--- config.mk ---
export PLATFORM = sky130hd
export DESIGN_NAME = nvram_upload_flat
export DESIGN_NICKNAME = d
export VERILOG_FILES = /design/src/rtl/nvram_upload_if.sv /design/src/rtl/nvram_upload.sv /design/src/flat_wrapper.sv
export SDC_FILE = /design/constraint.sdc
export NUM_CORES = 1
export LEC_CHECK = 0
export ABC_AREA = 1
export CORE_ASPECT_RATIO = 2
export CORE_UTILIZATION = 30
export CTS_CLUSTER_SIZE = 20
export DETAILED_ROUTE_END_ITERATION = 8
export PLACE_DENSITY = 0.68
export SLEW_MARGIN = 30
export SYNTH_ARGS = -nofsm -noshare
export SYNTH_HDL_FRONTEND = slang
export SYNTH_SLANG_ARGS = --single-unit
--- constraint.sdc ---
create_clock -name clk_sys -period 2.5 [get_ports clk_sys]
set_input_delay 0.5 -clock clk_sys [delete_from_list [all_inputs] [get_ports clk_sys]]
set_output_delay 0.5 -clock clk_sys [all_outputs]
set_load 0.005 [all_outputs]
--- src/rtl/nvram_upload_if.sv ---
// ioctl upload handshake between the HPS (master) and a core-side responder (slave).
interface nvram_upload_if;
  localparam int unsigned IDX_W  = 8;
  localparam int unsigned OFFS_W = 25;

  logic              ioctl_upload;
  logic [IDX_W-1:0]  ioctl_index;
  logic              ioctl_rd;
  logic [OFFS_W-1:0] ioctl_addr;
  logic [7:0]        ioctl_din;
  logic              ioctl_wait;

  modport master (output ioctl_upload, ioctl_index, ioctl_rd, ioctl_addr,
                  input  ioctl_din, ioctl_wait);
  modport slave  (input  ioctl_upload, ioctl_index, ioctl_rd, ioctl_addr,
                  output ioctl_din, ioctl_wait);
endinterface

--- src/rtl/nvram_upload.sv ---
// Serves a window of core RAM (hiscore/NVRAM) to the HPS over ioctl upload,
// pausing the CPU while serving and tracking whether the region is dirty.
module nvram_upload #(
  parameter int unsigned ADDR_W     = 10,
  parameter int unsigned START_ADDR = 0,
  parameter int unsigned LENGTH     = 64,
  parameter int unsigned RAM_LAT    = 1,
  parameter int unsigned SETTLE     = 4,
  parameter int unsigned UPL_INDEX  = 4
) (
  input  logic              clk_sys,
  input  logic              reset_n,
  input  logic              autosave,
  input  logic              osd_open,
  input  logic              cpu_wr,
  nvram_upload_if.slave     ioctl,
  output logic              upload_req,
  output logic [ADDR_W-1:0] ram_addr,
  input  logic [7:0]        ram_dout,
  output logic              pause_req,
  output logic              dirty
);
  localparam int unsigned CNT_W = (SETTLE > 1) ? $clog2(SETTLE) : 1;
  localparam int unsigned LAT_W = 2;
  localparam int unsigned CMP_W = 26;

  typedef enum logic [2:0] {S_IDLE, S_REQ, S_PAUSE, S_SERVE, S_DONE} state_e;

  state_e            state_q, state_d;
  logic [CNT_W-1:0]  cnt_q, cnt_d;
  logic [LAT_W-1:0]  lat_q, lat_d;
  logic [7:0]        din_q, din_d;
  logic              wait_q, wait_d;
  logic              req_q, req_d;
  logic [ADDR_W-1:0] addr_q, addr_d;
  logic              pause_q, pause_d;
  logic              dirty_q, dirty_d;
  logic              served_q, served_d;
  logic              osd_q, sel_q;

  logic sel_c, sel_rise_c, osd_rise_c, in_range_c;

  assign sel_c      = ioctl.ioctl_upload & (ioctl.ioctl_index == 8'(UPL_INDEX));
  assign sel_rise_c = sel_c & ~sel_q;
  assign osd_rise_c = osd_open & ~osd_q;
  assign in_range_c = CMP_W'(ioctl.ioctl_addr) < CMP_W'(LENGTH);

  // State register; sel_q resets high so a session held across reset is not re-entered.
  always_ff @(posedge clk_sys or negedge reset_n) begin
    if (!reset_n) begin
      state_q  <= S_IDLE;
      cnt_q    <= '0;
      lat_q    <= '0;
      din_q    <= '0;
      wait_q   <= 1'b0;
      req_q    <= 1'b0;
      addr_q   <= ADDR_W'(START_ADDR);
      pause_q  <= 1'b0;
      dirty_q  <= 1'b0;
      served_q <= 1'b0;
      osd_q    <= 1'b0;
      sel_q    <= 1'b1;
    end else begin
      state_q  <= state_d;
      cnt_q    <= cnt_d;
      lat_q    <= lat_d;
      din_q    <= din_d;
      wait_q   <= wait_d;
      req_q    <= req_d;
      addr_q   <= addr_d;
      pause_q  <= pause_d;
      dirty_q  <= dirty_d;
      served_q <= served_d;
      osd_q    <= osd_open;
      sel_q    <= sel_c;
    end
  end

  // Next-state and registered-output logic.
  always_comb begin
    state_d  = state_q;
    cnt_d    = cnt_q;
    lat_d    = lat_q;
    din_d    = din_q;
    wait_d   = wait_q;
    req_d    = 1'b0;
    addr_d   = addr_q;
    dirty_d  = dirty_q;
    served_d = served_q;

    unique case (state_q)
      S_IDLE: begin
        if (sel_rise_c) begin
          state_d  = S_PAUSE;
          cnt_d    = '0;
          served_d = 1'b0;
        end else if (osd_rise_c && autosave && dirty_q) begin
          state_d = S_REQ;
          req_d   = 1'b1;
        end
      end
      S_REQ: begin
        if (sel_c) begin
          state_d  = S_PAUSE;
          cnt_d    = '0;
          served_d = 1'b0;
        end
      end
      S_PAUSE: begin
        if (!sel_c) state_d = S_DONE;
        else if (cnt_q == CNT_W'(SETTLE - 1)) state_d = S_SERVE;
        else cnt_d = cnt_q + CNT_W'(1);
      end
      S_SERVE: begin
        if (!sel_c) begin
          state_d = S_DONE;
          wait_d  = 1'b0;
        end else if (wait_q) begin
          // Reads during a fetch are dropped; the in-flight byte still lands.
          if (lat_q == '0) begin
            din_d    = ram_dout;
            wait_d   = 1'b0;
            served_d = 1'b1;
          end else begin
            lat_d = lat_q - LAT_W'(1);
          end
        end else if (ioctl.ioctl_rd) begin
          if (in_range_c) begin
            addr_d = ADDR_W'(START_ADDR) + ioctl.ioctl_addr[ADDR_W-1:0];
            wait_d = 1'b1;
            lat_d  = LAT_W'(RAM_LAT - 1);
          end else begin
            din_d = 8'hFF;
          end
        end
      end
      S_DONE: begin
        if (served_q) dirty_d = 1'b0;
        state_d = S_IDLE;
      end
      default: state_d = S_IDLE;
    endcase

    if (cpu_wr) dirty_d = 1'b1;
    pause_d = (state_d == S_PAUSE) || (state_d == S_SERVE);
  end

  assign ioctl.ioctl_din  = din_q;
  assign ioctl.ioctl_wait = wait_q;
  assign upload_req       = req_q;
  assign ram_addr         = addr_q;
  assign pause_req        = pause_q;
  assign dirty            = dirty_q;
endmodule

--- src/flat_wrapper.sv ---
// flat-port wrapper written by rule: the top's interface ports become plain ports
module nvram_upload_flat 
#(
  parameter int unsigned ADDR_W     = 10,
  parameter int unsigned START_ADDR = 0,
  parameter int unsigned LENGTH     = 64,
  parameter int unsigned RAM_LAT    = 1,
  parameter int unsigned SETTLE     = 4,
  parameter int unsigned UPL_INDEX  = 4
)
  (clk_sys, reset_n, autosave, osd_open, cpu_wr, upload_req, ram_addr, ram_dout, pause_req, dirty, ioctl_ioctl_upload, ioctl_ioctl_index, ioctl_ioctl_rd, ioctl_ioctl_addr, ioctl_ioctl_din, ioctl_ioctl_wait);
  nvram_upload_if ioctl_i ();
  input  logic clk_sys;
  input  logic reset_n;
  input  logic autosave;
  input  logic osd_open;
  input  logic cpu_wr;
  output logic upload_req;
  output logic [ADDR_W-1:0] ram_addr;
  input  logic [7:0] ram_dout;
  output logic pause_req;
  output logic dirty;
  input wire logic [$bits(ioctl_i.ioctl_upload)-1:0] ioctl_ioctl_upload;
  input wire logic [$bits(ioctl_i.ioctl_index)-1:0] ioctl_ioctl_index;
  input wire logic [$bits(ioctl_i.ioctl_rd)-1:0] ioctl_ioctl_rd;
  input wire logic [$bits(ioctl_i.ioctl_addr)-1:0] ioctl_ioctl_addr;
  output wire logic [$bits(ioctl_i.ioctl_din)-1:0] ioctl_ioctl_din;
  output wire logic [$bits(ioctl_i.ioctl_wait)-1:0] ioctl_ioctl_wait;
  assign ioctl_i.ioctl_upload = ioctl_ioctl_upload;
  assign ioctl_i.ioctl_index = ioctl_ioctl_index;
  assign ioctl_i.ioctl_rd = ioctl_ioctl_rd;
  assign ioctl_i.ioctl_addr = ioctl_ioctl_addr;
  assign ioctl_ioctl_din = ioctl_i.ioctl_din;
  assign ioctl_ioctl_wait = ioctl_i.ioctl_wait;
  nvram_upload #(.ADDR_W(ADDR_W), .START_ADDR(START_ADDR), .LENGTH(LENGTH), .RAM_LAT(RAM_LAT), .SETTLE(SETTLE), .UPL_INDEX(UPL_INDEX)) u_core (.clk_sys(clk_sys), .reset_n(reset_n), .autosave(autosave), .osd_open(osd_open), .cpu_wr(cpu_wr), .ioctl(ioctl_i), .upload_req(upload_req), .ram_addr(ram_addr), .ram_dout(ram_dout), .pause_req(pause_req), .dirty(dirty));
endmodule
Yosys cells after proc, flatten, opt, wreduce, memory -nomap -nowiden:

Cells that the tools add are included.

* $add $sub $neg: 2
* order comparisons: 1
* equal/unequal tests: 18
* muxes and demuxes: 37
* bitwise operators: 6
* reduce and logical (&&, ||, !) cells: 17

Operator list (count)
* $mux 8: 4
* $lt 25x7->1 const B: 1
* $reduce_and 5->1: 4
* $mux 3: 6
* $mux 1: 16
* $mux 2: 8
* $ne 2x1->1 const B: 7
* $eq 3x2->1 const B: 4
* $pmux 3 s4: 1
* $eq 8x3->1 const B: 1
* $reduce_bool 2->1: 4
* $ne 2x2->1 const B: 3
* $pmux 2 s3: 1
* $reduce_and 6->1: 1
* $reduce_bool 3->1: 2
* $and 1x1->1: 3
* $eq 3x1->1 const B: 1
* $eq 3x3->1 const B: 1
* $logic_not 3->1: 1
* $not 1->1: 3
* $pmux 1 s3: 1
* $add 2x1->2 const B: 1
* $eq 2x2->1 const B: 1
* $logic_and 1x1->1: 2
* other kinds (4): 4

* flip-flop bits (word level): 32
* bits of input ports: 48
* output and inout port bits: 22
* word-level logic and storage cells: 93

Logic depth before layout (Yosys ltp):

Gate-level depths: netlist (run 1).

* depth after elaboration: 9
* gate-level depth with buffers: 11
* mapped depth without buffers: 10

Worst setup path before layout (run 1):

Ideal clock, no wire load.

* path type: input to register
* start point: in ioctl_ioctl_index[3]
* end point: reg u_core.addr_q[0], in the netlist u_core.ram_addr[0]
* library setup time: 117 ps
* arrival: 1360 ps
* data required time: 2383 ps
* slack: 1023 ps
* stages: 9
* buffers on the path: 1
* cells stage by stage: inv_2 -> nand2_1 -> nor2_1 -> nand3_1 -> buf_4 -> nor2_1 -> nand4_1 -> nand2_1 -> nand2_1

* word-level cells in the longest chain between the ends: 3

Ends and longest elaborated chain
* start: declaration: line flat_wrapper.sv:24 `input wire logic [$bits(ioctl_i.ioctl_index)-1:0] ioctl_ioctl_index;`
* $eq 8x3->1: line nvram_upload.sv:43 `assign sel_c = ioctl.ioctl_upload & (ioctl.ioctl_index == 8'(UPL_INDEX));`
* $and 1x1->1: line nvram_upload.sv:43
* $reduce_and 5->1 (no source line)
* end signal: assignment: line nvram_upload.sv:57 `addr_q <= ADDR_W'(START_ADDR);`
* end signal: assignment: line nvram_upload.sv:70 `addr_q <= addr_d;`
* end: declaration: line nvram_upload.sv:35 `logic [ADDR_W-1:0] addr_q, addr_d;`

No other way between the ends.
A chain may end at the register's enable or synchronous reset.

Final worst setup path (run 1):

* start point: in ioctl_ioctl_upload
* end point: reg u_core.cnt_q[0]

* word-level cells in the longest chain between the ends: 4
* elaborated cells between the ends (all ways): 6
* those cells by class: eq/ne: 3; bitwise: 2; reduce/logical: 1

Ends and longest elaborated chain
* start: declaration: line flat_wrapper.sv:23 `input wire logic [$bits(ioctl_i.ioctl_upload)-1:0] ioctl_ioctl_upload;`
* $and 1x1->1 (*): line nvram_upload.sv:43
* $and 1x1->1: line nvram_upload.sv:44 `assign sel_rise_c = sel_c & ~sel_q;`
* $ne 2x1->1 (no source line)
* $reduce_and 5->1 (no source line) (*)
* end signal: assignment: line nvram_upload.sv:65 `cnt_q <= cnt_d;`
* end: declaration: line nvram_upload.sv:30 `logic [CNT_W-1:0] cnt_q, cnt_d;`

Every way passes the cells marked *; elsewhere a longest branch is shown, timed or not.

==> results of run 1 <==
==> cell usage in the layout, fill, tap and decap left out, types with 2 or more instances in the layout <==
cell	instances
sky130_fd_sc_hd__inv_1	29
sky130_fd_sc_hd__a21oi_1	3
sky130_fd_sc_hd__o21ai_0	4
sky130_fd_sc_hd__nor2_4	2
sky130_fd_sc_hd__dfrtp_1	31
sky130_fd_sc_hd__ha_1	2
sky130_fd_sc_hd__clkbuf_8	6
sky130_fd_sc_hd__nand2_1	57
sky130_fd_sc_hd__nor2_1	37
sky130_fd_sc_hd__nand3_1	7
sky130_fd_sc_hd__clkinv_2	3
sky130_fd_sc_hd__a211oi_1	2
sky130_fd_sc_hd__or2_2	3
sky130_fd_sc_hd__buf_4	2
sky130_fd_sc_hd__clkdlybuf4s50_1	69
sky130_fd_sc_hd__nand4_1	7
sky130_fd_sc_hd__o21ai_2	5
==> routing by layer <==
layer | up-vias | routed length, um | global-route usage [%]
li1 | 789 | - | -
met1 | 698 | 1460 | 15.5
met2 | 55 | 2010 | 24.9
met3 | 6 | 247 | 2.97
met4 | 0 | 74 | 6.04
met5 | - | 0 | 0
==> synth_stat cells <==
master,number
sky130_fd_sc_hd__nand2_2,1
sky130_fd_sc_hd__nand3_1,7
sky130_fd_sc_hd__inv_1,29
sky130_fd_sc_hd__dfstp_2,1
sky130_fd_sc_hd__o21a_1,1
sky130_fd_sc_hd__or2_2,3
sky130_fd_sc_hd__nor3b_1,1
sky130_fd_sc_hd__a211oi_1,2
sky130_fd_sc_hd__clkinv_2,1
sky130_fd_sc_hd__nor3_4,1
sky130_fd_sc_hd__nor2_2,1
sky130_fd_sc_hd__o21ai_0,4
sky130_fd_sc_hd__nor2_1,37
sky130_fd_sc_hd__clkbuf_1,1
sky130_fd_sc_hd__buf_2,1
sky130_fd_sc_hd__nor2_4,2
sky130_fd_sc_hd__a21oi_1,3
sky130_fd_sc_hd__nor3b_2,1
sky130_fd_sc_hd__nor3_1,1
sky130_fd_sc_hd__nand3_2,1
sky130_fd_sc_hd__nand2_4,1
sky130_fd_sc_hd__o21bai_1,1
sky130_fd_sc_hd__buf_4,1
sky130_fd_sc_hd__ha_1,2
sky130_fd_sc_hd__nand3_4,1
sky130_fd_sc_hd__o21ai_2,5
sky130_fd_sc_hd__dfrtp_1,31
sky130_fd_sc_hd__nand4_1,7
sky130_fd_sc_hd__a21o_1,1
sky130_fd_sc_hd__nand2_1,57
sky130_fd_sc_hd__buf_6,2
sky130_fd_sc_hd__inv_2,1
==> critical path: stages <==
cell and delay [ns]:
sky130_fd_sc_hd__clkdlybuf4s50_1 0.49, sky130_fd_sc_hd__nand2_1 0.06, sky130_fd_sc_hd__nor2_1 0.10, sky130_fd_sc_hd__nand3_1 0.23, sky130_fd_sc_hd__buf_4 0.26, sky130_fd_sc_hd__o21bai_1 0.20, sky130_fd_sc_hd__nand3_1 0.12, sky130_fd_sc_hd__nand2_1 0.07
sky130_fd_sc_hd__nand2_1 0.04
==> path summary, 6_finish.rpt <==
| check | startpoint | end | slack (ns) | cells past startpoint |
|---|---|---|---|---|
| max in group asynchronous | reset_n | u_core.sel_q | 1.54 | 2 |
| setup reg to reg | u_core.ioctl.ioctl_wait | u_core.ram_addr[2] | 0.86 | 7 |
| min in group asynchronous | reset_n | u_core.ioctl.ioctl_din[3] | 0.62 | 2 |
| hold / removal | u_core.ram_addr[0] | u_core.ram_addr[0] | 0.48 | 2 |
| hold reg to reg | u_core.ram_addr[0] | u_core.ram_addr[0] | 0.48 | 2 |
| setup / recovery | ioctl_ioctl_upload | u_core.cnt_q[0] | 0.59 | 9 |
==> sequential cells by signal, indices dropped and copies added (netlist names), 2 cells and up <==
| name | flops |
|---|---|
| u_core.ram_addr | 10 |
| u_core.lat_q | 2 |
| u_core.ioctl.ioctl_din | 8 |
| u_core.cnt_q | 2 |
| u_core.state_q | 3 |
==> final cells by class <==
type / instances / area [um^2]
tap: 60 / 75.1
fill: 547 / 2870
timing repair buffer: 71 / 706
clock buffer: 6 / 82.6
inverter: 31 / 118
multi-input combinational: 141 / 707
sequential: 32 / 802
clock inverter: 2 / 10.0
==> cell families after synthesis <==
kind of cell,Yosys count
buffers and inverters,36
adder cells (fa/ha/maj),2
flip-flops,32
AO/OA/AOI/OAI,17
AND/OR/NAND/NOR,122
==> per-stage QoR <==
step                      util (%)  power, mW  worst slack [ns]  hold slack (ns)  cell area (um^2)
after floorplan                  -      0.656              1.02            0.204              1670
after global routing          46.5       1.23             0.421            0.511              2500
after CTS                     46.5       1.18             0.577            0.489              2500
after global placement        44.8      0.764             0.365            0.461              2410
final                         46.5       1.16             0.586            0.485              2500
after detailed placement      44.8      0.767             0.284            0.470              2410
==> power by group through the flow <==
stage	Sequential [mW]	Clock (mW)	Combinational, mW
6_report	0.552	0.404	0.202
5_1_grt	0.554	0.443	0.231
3_3_place_gp	0.562	0	0.203
3_5_place_dp	0.562	0	0.205
2_1_floorplan	0.556	0	0.0997
4_1_cts	0.552	0.422	0.206
==> results by stage, run 1 <==
Status:
- The run finished with clean final reports.

Die:
- The number of ports placed on the die boundary is 70.
- The area of the core is 5370 um^2.
- In this run the vertical extent of the chip is between 100 and 150 um.
- The die outline width is around 55 um.
- The overall die area is 5870 um^2.
- Once the floorplan was initialized, standard cells occupied roughly 31% of the core.
- In this run the core area contains 38 standard-cell rows.

Worst setup path:
- In this run the worst path has a maximum fanout of 8.
- The worst setup path is launched from a primary input.
- The worst setup path is captured at a flop.
- The worst endpoint required time is roughly 2.7 ns.
- The data arrival time of the critical path is 2.08 ns.
- The critical path class is primary input to flop.

Cells and area:
- The antenna diode count is 0.
- For this run, the post-layout net count is between 300 and 400.
- Cells with a size suffix above 1 make up 10.6% of the layout.
- Relative to the synthesized area, the layout overhead comes to 50.1%.
- The count of placed standard cells in the final layout, fillers left out is approximately 340.

Synthesis:
- The synthesized-area fraction occupied by ao, oa, aoi and oai cells is between 6 and 7%.
- The portion of netlist area occupied by mux cells is 0%.
- After Yosys synthesis, XOR and XNOR cells account for 0% of the synthesized area.
- After synthesis, the netlist uses 32 different library cells.
- The share of the synthesized area in the top cell type is 46.6%.
- After synthesis, the cell types taking the most area are sky130_fd_sc_hd__dfrtp_1 47%, sky130_fd_sc_hd__nand2_1 13%, sky130_fd_sc_hd__nor2_1 8.3%, sky130_fd_sc_hd__inv_1 6.5%, sky130_fd_sc_hd__nand4_1 2.6%.
- Yosys printed 0 warnings.
- Of the total synthesized cell area, the portion taken by AND, OR, NAND and NOR gates is about 34%.
- The per-instance average area after synthesis is between 7 and 8 um^2.
- By area, the combinational part of the netlist is dominated by simple AND/OR/NAND/NOR gates.
- The synthesized netlist devotes 1.50% of its cell area to adder and majority cells.
- The dominant cell type by area after synthesis is sky130_fd_sc_hd__dfrtp_1.
- The cell count after synthesis is around 210.
- Synthesis inferred 32 register bits.
- After synthesis, flip-flops and latches occupy between 40% and 50% of the total area.
- The total standard cell area after synthesis is ~1700 um^2.
- When the netlist entered floorplanning its net count stood at 259.

Clock network:
- TritonCTS built the clock tree.
- The quantity of hold-fixing buffers added after cts is 0.
- The number of buffers added by the clock tree synthesis step is 5.
- The later pin in the worst-skew pair is clocked with a latency of 0.28 ns.
- The maximum buffer depth of the clock tree is 2.
- The clock-pin slew on the worst setup and hold paths is approximately 0.070 ns.
- In this run the number of H-tree levels came out at 2.
- The root cell of the clock tree is sky130_fd_sc_hd__clkbuf_8.
- The clock sink count is 32.
- The number of setup buffers added after CTS is 0.
- After clock tree synthesis, the repair step resized 0 gates.

Run:
- The max-cap check violation count is 0.

Power and ir drop:
- The relative contribution of combinational cells to total power is 17.5%.
- Sequential cells burn a little under half of the power.
- IR analysis of the VDD net gives a maximum drop of 0.000426 V.
- The proportion of power drawn by the clock network is about a third.
- In this run the power spent charging and discharging nets is slightly below 0.3 mW.
- The power density of the placed cells is 463 nW/um^2.
- The analysis attributes to cell leakage a power of about 1.2 nW.
- The internal power component is around 0.87 mW.
- The switching portion of total power is between 20% and 30%.

GRT:
- Global routing finished with a remaining overflow of 0.
- The wire length of the first global-routing pass is 6220 um.
- Global routing consumed, over all layers together, approximately 14% of the routing resources.
- The initial antenna violation count is 0.
- The maximum number of pins on one net before global-route repair is 33.
- The number of global-route vias before repair came to between 1,000 and 1,500.

STA:
- The final number of hold-violating endpoints came to 0.
- The number of setup violations in the final report is 0.
- The peak clock frequency supported by timing is ~0.52 GHz.
- The number of slew-limit violations in the final report is 0.
- The worst pin sits at a relative slew slack of a little under three quarters.
- The post-route minimum period is 1.91 ns.
- The transition time at the pin with the least slew margin is roughly 0.42 ns.
- The worst clock skew is around 0.003 ns.
- The final period utilization is 76.6%.
- Setup repair after global routing left no endpoint under its margin.
- The total negative slack for setup checks is 0 ns.

Drt:
- Once detail routing completed, the nets flagged for antenna violations numbered 0.
- The count of routing violations after the opening detailed-route iteration is 34.
- The via count normalized by instance count is approximately 4.5.
- The detailed router placed about 1,500 vias in this run.
- In the routed design, unresolved DRC markers number 0.
- For this run, the detailed router's first-pass iteration total came to 4.
- After detailed routing, the average wire length per cell comes to roughly 11 um.
- For this block, the routed nets add up to approximately 3800 um of wire.

Placed design:
- The number of cells after detailed placement is 335.
- Input and output buffers added on the ports amount to 69.
- Once detailed placement completed, the half-perimeter wirelength came to approximately 3000 um.
- At the end of routability-driven placement, the weighted congestion stood at about 0.83.

Hold path:
- The type of the tightest min-delay check is flop to flop.
Power figures use the tool's default switching activity.
==> run 2: changes to the inputs <==
- clock period: 2.5 -> 1.8 ns (I/O delays scaled with it)
==> run 2 against run 1 <==
Compared with the run above: clock skew up 0.0037 ns; hold slack worse by 0.045 ns; total power up 50%; non-clock buffer count up 9; count of clock-buffer cells in the layout down 1; critical path type is now flop to output pin; largest cell class unchanged; largest power group unchanged.
==> results by stage, run 2 (synthesized netlist as in run 1, its figures left out) <==
Status:
- The flow ran to the end, and the final reports show no timing, DRC or antenna violations.

Clock network:
- CTS placed an instance of sky130_fd_sc_hd__clkbuf_8 at the clock tree root.
- Clock tree synthesis inserted a total of 5 buffers.
- The quantity of hold-fixing buffers added after cts is 0.
- Clock-pin slew was measured on the worst setup and hold paths at 0.07 ns.
- The number of H-tree levels is 2.
- After clock tree synthesis, the setup repair step added 0 buffers.
- The longest clock path from root to sink contains 2 buffers.
- The clock sink count is 32.
- TritonCTS built the clock tree.
- The count of instances resized after the clock tree is built is 0.
- The clock insertion delay at the later pin of the skew report is 0.28 ns.

Power and ir drop:
- The register share of total power is 43.7%.
- VDD sags by at most between 0.0006 and 0.0007 V.
- The proportion of power drawn by the clock network is between 30% and 40%.
- The relative contribution of combinational cells to total power is between 10% and 20%.
- In this run switching power makes up about 24% of total power.
- In this run the power spent charging and discharging nets is 0.421 mW.
- The leakage component of the power is 1.26 nW.
- Power spread over the standard cell area amounts to approximately 670 nW/um^2.
- The internal power component is around 1.3 mW.
- The total power of the final layout is between 1.5 and 2 mW.

STA:
- The peak clock frequency supported by timing is 0.605 GHz.
- The final number of hold-violating endpoints is 0.
- At the pin with the least slew margin, the transition time is ~0.32 ns.
- The total negative slack for setup checks is 0 ns.
- The post-route worst hold slack is about 0.44 ns.
- Setup violations remaining at the end of the flow were counted as 0.
- The number of slew-limit violations in the final report is 0.
- Headroom to the max-slew limit came out at between 70% and 80%.
- Setup repair after global routing left no endpoint under its margin.
- In the finished design, the share of the clock period the worst path needs comes to 91.8%.
- The worst clock skew is 0.00664 ns.
- The worst path meets setup with approximately 0.15 ns of slack.
- The worst path in the final design needs a cycle of between 1.5 and 2 ns, including I/O delays and setup.

Worst setup path:
- The type of origin of the critical path is a flop.
- The critical path goes through clkdlybuf4s50_1.
- For this run, the slowest stage of the critical path takes between 0.5 and 0.6 ns.
- The flop-to-flop setup slack is between 0.2 and 0.3 ns.
- For the worst setup path, the data required time is between 1 and 1.5 ns.
- The highest-delay cell along the critical path is sky130_fd_sc_hd__clkdlybuf4s50_1.
- In this design, the largest share of critical-path delay is due to buffers and inverters.
- The number of buffers and inverters on the critical path is 1.
- In this run the worst path has a maximum fanout of 6.
- STA classifies the critical path endpoint as an output pin.
- The critical path class is flop to output pin.
- STA puts the critical path data arrival time at ~1.3 ns.

Drt:
- The average routed wire per standard cell is between 10 and 15 um.
- The wire length after detailed routing is about 3800 um.
- Dividing the detail-routed via count by the number of cells gives ~4.4.
- The number of vias in the routed layout is 1,554.
- For this block, the initial DRC count from the detailed router was 22.
- For this run, design rule violations remaining after detail routing come to 0.
- The number of routed nets with antenna violations is 0.
- The pre-antenna-repair detailed-routing pass consisted of 4 iterations.

GRT:
- The total grt overflow is 0.
- The wire length of the first global-routing pass is slightly above 6000 um.
- The initial antenna violation count is 0.
- The number of global-route vias before repair is about 1,500.
- Entering global routing, the biggest net connects 33 pins.
- The global router's overall resource usage is between 10 and 15%.

Run:
- The tool flagged a number of max-cap violations equal to 0.

Cells and area:
- Once layout is done, the placed cells without fillers occupy roughly 2600 um^2.
- The repair_antennas step left the layout with diodes totalling 0.
- The share of the core filled with cells is between 40 and 50%.
- The layout net count is ~340.
- The library cells used most frequently in the layout, excluding fill and tap cells, are 69 x sky130_fd_sc_hd__clkdlybuf4s50_1, 57 x sky130_fd_sc_hd__nand2_1, 37 x sky130_fd_sc_hd__nor2_1.
- Leaving out fill and tap cells, the most frequent cell in the layout is sky130_fd_sc_hd__clkdlybuf4s50_1.
- The count of placed standard cells in the final layout, fillers left out is around 350.
- The area growth from synthesis to layout is 56.8%.
- In the final layout, the share of cells above drive strength 1 is 13.4%.
- The register with the most flip-flops in the layout has 10 of them.

Die:
- The overall die area is 5870 um^2.
- The placement row count is 38.
- The starting density of the core is a little under a third.
- The die is between 100 and 150 um tall.
- 70 I/O pins were placed.
- The area of the core is 5370 um^2.
- The die is between 50 and 60 um wide.

Placed design:
- Input and output buffers added on the ports amount to 69.
- After legalization and detailed placement, the total HPWL measured slightly below 3000 um.
- The routability congestion estimate from global placement is between 0.8 and 0.9.
- The placed instances occupy a cell area of 2500 um^2.
- Timing analysis after detailed placement gives a worst setup slack of -0.0733 ns.
- The number of cells after detailed placement is ~340.

Hold path:
- The tightest min-delay check is of the primary input to asynchronous set/reset pin type.
-- run 2: cell type report --
type	count	area [um^2]
multi-input cells	141	707
fillers	522	2760
flip-flops and latches	32	802
repair buffers	80	798
well taps	60	75.1
inverters	31	118
clock buffers	5	68.8
clock inverters	3	42.5
-- run 2: power by group through the flow --
stage	clock network, mW	logic [mW]	registers, mW
5_1_grt	0.731	0.344	0.764
2_1_floorplan	0	0.138	0.772
3_5_place_dp	0	0.305	0.776
3_3_place_gp	0	0.301	0.775
4_1_cts	0.699	0.306	0.762
6_report	0.679	0.302	0.762
-- run 2: path summary, 6_finish.rpt --
| check | depth (start not counted) | start | endpoint |
|---|---|---|---|
| max reg2reg | 6 | u_core.cnt_q[0] | u_core.cnt_q[1] |
| min | 2 | reset_n | u_core.ram_addr[2] |
| max in group asynchronous | 2 | reset_n | u_core.sel_q |
| min reg2reg | 2 | u_core.ram_addr[0] | u_core.ram_addr[0] |
| max | 1 | u_core.ioctl.ioctl_wait | ioctl_ioctl_wait |
| min in group clk_sys | 2 | u_core.ram_addr[0] | u_core.ram_addr[0] |
-- run 2: routing by layer --
layer	share of wire, %	wire (um)	GRT usage [%]	vias up
met5	0	0	0	-
met4	3.0	115	8.24	0
met3	6.9	259	3.11	8
met2	52	1960	24.4	55
met1	38	1440	15.5	682
li1	-	-	-	809
==> run 3: changes to the inputs <==
- CORE_MARGIN: not set -> 2
- SKIP_CTS_REPAIR_TIMING: not set -> 1
==> run 3 against run 2 <==
Compared with the run above: hold slack gained 0.031 ns; critical endpoint unchanged; final area shrank 0.19%; sequential cell count is the same; non-clock buffer count shrank 1; critical path type unchanged; maximum frequency grew 1.6%; first-iteration DRC count grew 50%.
==> results by stage, run 3 (synthesized netlist as in run 1, its figures left out) <==
STA:
- The number of setup violations in the final report is 0.
- The peak clock frequency supported by timing is around 0.61 GHz.
- The post-route minimum period is ~1.6 ns.
- The number of slew-limit violations in the final report is 0.
- The transition time at the pin with the least slew margin is just over 0.4 ns.
- The final number of hold-violating endpoints is 0.
- The final setup slack of the worst path is about 0.17 ns.
- Setup repair after global routing left no endpoint under its margin.
- The headroom to the max-slew limit is between 70 and 80%.
- The worst clock skew is approximately 0.0069 ns.
- Dividing the final minimum period by the clock period gives between 90 and 100%.

Cells and area:
- The number of antenna diodes in the final layout is 0.
- The most common cell after layout, fill and taps aside is sky130_fd_sc_hd__clkdlybuf4s50_1.
- After filler insertion, the fill cell instance count of the layout stands at between 500 and 600.
- The share of post-route cells with drive strength above 1 is between 10% and 20%.
- The library cells used most frequently in the layout, excluding fill and tap cells, are 69 x sky130_fd_sc_hd__clkdlybuf4s50_1, 57 x sky130_fd_sc_hd__nand2_1, 37 x sky130_fd_sc_hd__nor2_1.
- The flip-flop count of the largest register, all copies and words added is 10.
- The multi-input combinational cells in the finished layout cover a total of between 700 and 800 um^2.
- The area of all sequential standard cells is 802 um^2.
- Relative to the synthesized area, the layout overhead comes to 56.5%.
- The layout net count is 340.

Die:
- The chip height is 109 um.
- Row generation in the floorplan step produced 38 rows.
- The die outline width is around 57 um.
- The initial utilization of the core area, before any placement, comes to between 30% and 40%.
- After floorplanning, the core was sized to cover roughly 5400 um^2.
- The floorplan step defined a die boundary enclosing just over 6000 um^2.
- 70 I/O pins were placed.

Drt:
- After the first detailed-routing iteration, the DRC count stood at 33.
- The wire length after detailed routing is about 3700 um.
- The via count normalized by instance count is 4.46.
- The number of design rule violations left after detail routing is 0.
- The number of routed nets with antenna violations is 0.
- The first-pass detailed-route iteration total is 4.
- The number of vias in the routed layout is about 1,600.
- Dividing the detail-routed wire length by the instance count gives ~11 um.

Placed design:
- Port buffering added 69 buffers.
- Once detailed placement completed, the half-perimeter wirelength came to roughly 3000 um.
- The routability congestion estimate from global placement is about 0.81.
- The post-placement setup slack is -0.103 ns.

GRT:
- Summed over all layers, the global routing overflow is 0.
- The global router's overall resource usage is a little over an eighth.
- Entering global routing, the biggest net connects 33 pins.
- The initial antenna violation count is 0.
- The number of global-route vias before repair was 1,562.
- The first global-routing pass estimated about 6300 um of wire.

Clock network:
- The number of buffers added by the clock tree synthesis step is 5.
- The clock insertion delay at the later pin of the skew report is roughly 0.28 ns.
- The tree built by TritonCTS fans out to 32 sinks.
- The root cell of the clock tree is sky130_fd_sc_hd__clkbuf_8.
- The number of H-tree levels is 2.
- The maximum buffer depth of the clock tree is 2.
- The clock-pin slew on the worst setup and hold paths is about 0.070 ns.
- TritonCTS built the clock tree.

Power and ir drop:
- Across the VDD grid, the largest voltage drop is about 0.00065 V.
- The completed layout was analyzed and its total power is between 1.5 and 2 mW.
- The power density of the placed cells is approximately 690 nW/um^2.
- Summed over all cells, the static leakage comes to between 1 and 1.5 nW.

Worst setup path:
- The critical path class is flop to output pin.
- The type of origin of the critical path is a flop.
- The data arrival time of the critical path is between 1 and 1.5 ns.
- Of all nets on the critical path, the largest fanout is 5.
- The worst setup path is captured at an output pin.
- STA puts the critical path data required time at roughly 1.4 ns.

Status:
- The flow ran to the end, and the final reports show no timing, DRC or antenna violations.

Hold path:
- The min-delay analysis places its worst path in the category primary input to asynchronous set/reset pin.

Run:
- Max-cap violations in this run came to 0.
-- run 3: final cells by class --
class                           count  share of cell area [%]
Sequential cell                    32                    30.8
Multi-Input combinational cell    141                    27.1
Clock inverter                      1                    1.15
Clock buffer                        7                    3.70
Tap cell                           60                    2.88
Timing Repair Buffer               79                    29.9
Inverter                           31                    4.51
-- run 3: critical path, stage by stage (launching register included) --
cell and delay (ns):
sky130_fd_sc_hd__dfrtp_1 0.35, sky130_fd_sc_hd__buf_4 0.14, sky130_fd_sc_hd__clkdlybuf4s50_1 0.49
-- run 3: through the flow --
stage	area, um^2	instances	util [%]	hold slack (ns)	setup TNS, ns
after floorplan	1670	209	-	0.0644	0
after global placement	2480	343	46.2	0.460	-0.827
after detailed placement	2480	343	46.2	0.469	-1.34
after CTS	2610	351	48.5	0.483	0
after global routing	2610	351	48.5	0.501	0
final	2610	351	48.5	0.470	0
-- run 3: path summary, 6_finish.rpt --
path | start | endpoint | slack, ns | cells past startpoint
hold reg to reg | u_core.cnt_q[1] | u_core.cnt_q[1] | 0.48 | 2
max in group asynchronous | reset_n | u_core.sel_q | 0.99 | 2
min in group clk_sys | u_core.cnt_q[1] | u_core.cnt_q[1] | 0.48 | 2
hold / removal | reset_n | u_core.ioctl.ioctl_din[4] | 0.47 | 2
setup / recovery | u_core.ioctl.ioctl_wait | ioctl_ioctl_wait | 0.17 | 2
setup reg to reg | u_core.cnt_q[0] | u_core.cnt_q[1] | 0.29 | 6
-- run 3: per-layer routing --
metal	global-route usage (%)	part of all wire, %	up-vias
li1	-	-	804
met1	13.0	37	693
met2	24.1	54	59
met3	2.59	6.0	8
met4	7.99	3.0	0
met5	0	0	-
-- run 3: power breakdown --
part	internal, mW	switching, mW	leakage [nW]
registers	0.742	0.0204	0.383
clock network	0.488	0.256	0.0645
logic	0.162	0.132	0.810
total	1.39	0.408	1.26
